### config.mk
export PLATFORM = sky130hd
export DESIGN_NAME = ping_pong_monitor
export DESIGN_NICKNAME = d
export VERILOG_FILES = /design/src/rtl/ping_pong_monitor.sv
export SDC_FILE = /design/constraint.sdc
export NUM_CORES = 1
export LEC_CHECK = 0
export CAP_MARGIN = 20
export CORE_MARGIN = 2
export CORE_UTILIZATION = 60
export DETAILED_ROUTE_END_ITERATION = 10
export DONT_BUFFER_PORTS = 1
export GPL_TIMING_DRIVEN = 0
export MAX_ROUTING_LAYER = met4
export PLACE_DENSITY = 0.81
export SYNTH_ARGS = -nofsm -noshare
export SYNTH_HDL_FRONTEND = slang
export SYNTH_SLANG_ARGS = --single-unit
### constraint.sdc
create_clock -name clk -period 2.9 [get_ports clk]
set_input_delay 0.435 -clock clk [delete_from_list [all_inputs] [get_ports clk]]
set_output_delay 0.435 -clock clk [all_outputs]
set_load 0.1 [all_outputs]
### src/rtl/ping_pong_monitor.sv
// ---------------------------------------------------------------------------
// ping_pong_monitor
//   Receive-side checker for a ping-pong counter stream (value + direction).
//   When enable is high it samples the stream, predicts the next sample from
//   the last accepted one and flags any deviation. It also reports top and
//   bottom bounces and counts completed laps. A lap is one bottom bounce.
//
//   Optional feature: define PP_MON_ERR_CNT_EN to add the saturating err_cnt
//   port and its logic. With the macro undefined, the port and logic are absent.
//
// Ports
//   clk        in   1      single clock, all logic on posedge
//   rst        in   1      synchronous reset, active-high
//   enable     in   1      sample strobe; stream observed only when 1
//   direction  in   1      observed direction (1 = up, 0 = down)
//   cnt_in     in   WIDTH  observed counter value
//   clr        in   1      clears err_flag, lap_cnt (and err_cnt)
//   locked     out  1      1 while tracking a consistent stream
//   err_pulse  out  1      1-cycle pulse on a detected mismatch
//   err_flag   out  1      sticky error flag
//   bounce_top out  1      1-cycle pulse: turned down at MAX
//   bounce_bot out  1      1-cycle pulse: turned up at 0
//   lap_cnt    out  LAP_W  completed laps, saturating
//   err_cnt    out  ERR_W  mismatch count, saturating (PP_MON_ERR_CNT_EN only)
// ---------------------------------------------------------------------------
module ping_pong_monitor #(
  parameter int WIDTH = 4,
  parameter int LAP_W = 8,
  parameter int ERR_W = 8
) (
  input  logic             clk,
  input  logic             rst,
  input  logic             enable,
  input  logic             direction,
  input  logic [WIDTH-1:0] cnt_in,
  input  logic             clr,
  output logic             locked,
  output logic             err_pulse,
  output logic             err_flag,
  output logic             bounce_top,
  output logic             bounce_bot,
  output logic [LAP_W-1:0] lap_cnt
`ifdef PP_MON_ERR_CNT_EN
  ,
  output logic [ERR_W-1:0] err_cnt
`endif
);

  localparam logic [WIDTH-1:0] MAX_V   = {WIDTH{1'b1}};
  localparam logic [WIDTH-1:0] ONE_V   = WIDTH'(1);
  localparam logic [LAP_W-1:0] LAP_MAX = {LAP_W{1'b1}};

  // ACQ and ERR both recapture the next sample. They stay distinct so the
  // state stays readable in waveforms.
  typedef enum logic [1:0] {
    S_ACQ,
    S_TRACK,
    S_ERR
  } state_t;

  state_t           r_state;
  logic [WIDTH-1:0] r_ref_v;
  logic             r_ref_d;

  logic [WIDTH-1:0] w_exp_v;
  logic             w_exp_d;
  logic             w_check;
  logic             w_match;
  logic             w_err;
  logic             w_top;
  logic             w_bot;

  // Predicts the next sample. The count turns at the end points, so the
  // arithmetic never wraps.
  always_comb begin
    // NOTE: every signal gets a default before the branches, so no path can
    // leave one unassigned and infer a latch.
    w_exp_v = r_ref_v - ONE_V;
    w_exp_d = 1'b0;
    if ((r_ref_d && (r_ref_v != MAX_V)) || (!r_ref_d && (r_ref_v == '0))) begin
      w_exp_v = r_ref_v + ONE_V;
      w_exp_d = 1'b1;
    end
  end

  assign w_check = enable && (r_state == S_TRACK);
  assign w_match = (cnt_in == w_exp_v) && (direction == w_exp_d);
  assign w_err   = w_check && !w_match;
  // A matching sample whose direction differs from the reference is a turn.
  assign w_top   = w_check && w_match && (w_exp_d != r_ref_d) && !w_exp_d;
  assign w_bot   = w_check && w_match && (w_exp_d != r_ref_d) &&  w_exp_d;

  // NOTE: all state is updated with non-blocking assignments, so every
  // right-hand side sees values from before the clock edge.
  always_ff @(posedge clk) begin
    if (rst) begin
      r_state    <= S_ACQ;
      r_ref_v    <= '0;
      r_ref_d    <= 1'b0;
      locked     <= 1'b0;
      err_pulse  <= 1'b0;
      err_flag   <= 1'b0;
      bounce_top <= 1'b0;
      bounce_bot <= 1'b0;
      lap_cnt    <= '0;
    end else begin
      err_pulse  <= w_err;
      bounce_top <= w_top;
      bounce_bot <= w_bot;

      if (enable) begin
        case (r_state)
          S_ACQ, S_ERR: begin
            r_ref_v <= cnt_in;
            r_ref_d <= direction;
            r_state <= S_TRACK;
            locked  <= 1'b1;
          end
          S_TRACK: begin
            if (w_match) begin
              r_ref_v <= cnt_in;
              r_ref_d <= direction;
            end else begin
              // Keep the old reference. The next sample is recaptured.
              r_state <= S_ERR;
              locked  <= 1'b0;
            end
          end
          default: begin
            r_state <= S_ACQ;
            locked  <= 1'b0;
          end
        endcase
      end

      // clr takes priority over a same-cycle event. Pulses still fire.
      if (clr) begin
        err_flag <= 1'b0;
        lap_cnt  <= '0;
      end else begin
        if (w_err) begin
          err_flag <= 1'b1;
        end
        if (w_bot && (lap_cnt != LAP_MAX)) begin
          lap_cnt <= lap_cnt + LAP_W'(1);
        end
      end
    end
  end

`ifdef PP_MON_ERR_CNT_EN
  localparam logic [ERR_W-1:0] ERR_MAX = {ERR_W{1'b1}};

  always_ff @(posedge clk) begin
    if (rst || clr) begin
      err_cnt <= '0;
    end else if (w_err && (err_cnt != ERR_MAX)) begin
      err_cnt <= err_cnt + ERR_W'(1);
    end
  end
`endif

endmodule

==> reports/metrics.cfg <==
[synthesis]
ys_warn_count=0
synth_area_leaders=dfxtp_1 33%, nand2b_1 6.2%, mux2i_1 4.9%
yosysSeqAreaShare=0.329
ys_top_cells_by_count=20 x dfxtp_1, 12 x nand2b_1, 10 x nand3_1, 10 x nor2_1, 8 x nand2_1
synth-seq-cells=20
post-synth-top-count-cell=dfxtp_1
dominantRegCellSynth=dfxtp_1
async_flop_share=0
synth_area_um2=1220
synth_fp_nets=145
synth_edf_count=0
yosysTopAreaCellShare=0.329
syn_area_per_cell_um2=9.09
post-synth-top-area-cell=dfxtp_1
syn_inst=134
yosysUniqueCellTypes=46

[floorplan]
io_pins=22
dieArea_um2=2410
die_w_um=49.0
coreArea_um2=1940
initial_utilization=0.627
fp-row-count=16
die_h_um=49.0

[pwr]
power_density_nw_per_um2=507
vdd_drop_max_mv=0.342
p_leak_uw=0.000494

[place]
dp_slack_ps=313
port-buffer-count=0
hpwl_um=1780
gp_congestion=0.806

[timing]
slew-limit-headroom=0.285
period_share=0.890
worst_pin_slew_ps=1070
hold_viol_final=0
setup_viol=0
tns_ps=0
fin_hold_ws_ps=208
fmax_mhz=387
rsz0062_at_grt=no
fin_crit_ps=2580
drv_slew=0
setup_slack_ps=318
skew_ps=9.48

[clocking]
h-tree-depth=1
clk_pin_slew_ps=120
cts_setup_buffers=0
post_cts_resized=0
clk_path_buf_depth=2
clock-root-buffer=clkbuf_4
cts.sinks=20
insertion_delay_ps=310
ctsHoldBuffers=0
tritoncts=done
cts_inserted_buffers=3

[route]
routed_wl_um=2340
drc=0
dr.first_iter.drc_count=16
wire_per_inst_um=14.2
drtAntennaViolNets=0
viasPerCell=5.82
vias=960
drt_pass1_iterations=4

[cells_and_area]
drive_gt1_frac=0.159
area.growth.synth_to_final_pct=7.09
layout.nets=150
final_core_util=0.671
fillers=168
diodes=0

[global_route]
grt_usage=0.219
grt_pass1_vias=961
grt_max_degree=13
grt_first_pass_wirelength_um=4000
grt_antenna_before_repair=0
overflow=0

[setup_path]
crit_type=reg -> reg
reg2reg_depth=8
crit_path_end_kind=flop
crit_path_start_kind=flop
cp_max_fo=10
cp_data_arrival_time_ps=2820
cp.required_ps=3140

[min_path]
hp-class=in -> reg
min_path_cells=1

[status]
status=complete, no violations

[job]
cap_violations=0

==> worst max-delay path: stages (launching register included) <==
cell     delay, ps
dfxtp_1        700
ha_1           440
nand2_1        110
nor2_2          70
a311o_1        390
nor4b_4        360
buf_6          200
nand3_1         80
a21oi_1        180
==> path summary, 6_finish.rpt <==
kind / end / from / slack, ps
setup / recovery: lap_cnt[3]$_SDFFE_PP0P_ / lap_cnt[0]$_SDFFE_PP0P_ / 320
hold / removal: r_state[0]$_SDFFE_PP0P_ / enable / 210
setup reg to reg: lap_cnt[3]$_SDFFE_PP0P_ / lap_cnt[0]$_SDFFE_PP0P_ / 320
hold reg to reg: r_state[1]$_SDFFE_PP0P_ / r_state[1]$_SDFFE_PP0P_ / 520
==> per-stage QoR <==
stage	total power (uW)	instance area, um^2	std cells
floorplan	416	1220	134
global placement	430	1250	161
detailed placement	435	1250	161
CTS	662	1300	165
global route	682	1300	165
finish	661	1300	165
==> registers in the layout, summed over array words and instances, names as in the netlist <==
register	count
bounce_top	1
bounce_bot	1
r_ref_d	1
err_pulse	1
lap_cnt	8
locked	1
r_state	2
r_ref_v	4
err_flag	1
==> power breakdown <==
group / internal (uW) / switching (uW)
clock network: 140 / 92.2
logic: 59.0 / 62.3
registers: 284 / 23.5
total: 483 / 178
==> layout make-up <==
class / instances / area [um^2] / share of cell area
Buffer: 8 / 65.1 / 0.0499
Clock buffer: 3 / 22.5 / 0.0173
Clock inverter: 1 / 30.0 / 0.0230
Inverter: 6 / 22.5 / 0.0173
Multi-Input combinational cell: 100 / 729 / 0.560
Sequential cell: 20 / 400 / 0.307
Tap cell: 27 / 33.8 / 0.0259
==> placed cells by master, fill, tap and decap left out, types with 2 or more instances in the layout <==
cell type	instances
nand2_1	8
nor2_1	10
nand3_1	10
ha_1	2
a21oi_1	4
inv_1	6
xnor2_1	2
buf_4	3
dfxtp_1	20
mux2i_1	6
nor3_1	4
a21o_1	6
nor2b_1	2
clkbuf_4	3
o21a_1	2
nand2b_1	12
buf_6	3
nand4_1	3
and3_1	3
==> cells by family after synthesis <==
| group | Yosys count | synth area share |
|---|---|---|
| and+or+nand+nor | 63 | 0.311 |
| AOI/OAI and AO/OA | 25 | 0.178 |
| DFF | 20 | 0.329 |
| buffers and inverters | 14 | 0.0719 |
| muxes | 6 | 0.0493 |
| xor gates and xnor gates | 4 | 0.0401 |
| adders and majority gates | 2 | 0.0206 |
==> layer usage <==
layer	vias up	wire length, um	global-route usage	part of all wire
met5	-	0	-	0
met4	0	54	0.105	0.023
met3	7	115	0.0491	0.049
met2	26	1190	0.374	0.51
met1	440	974	0.242	0.42
li1	487	-	-	-
Power figures use the tool's default switching activity.
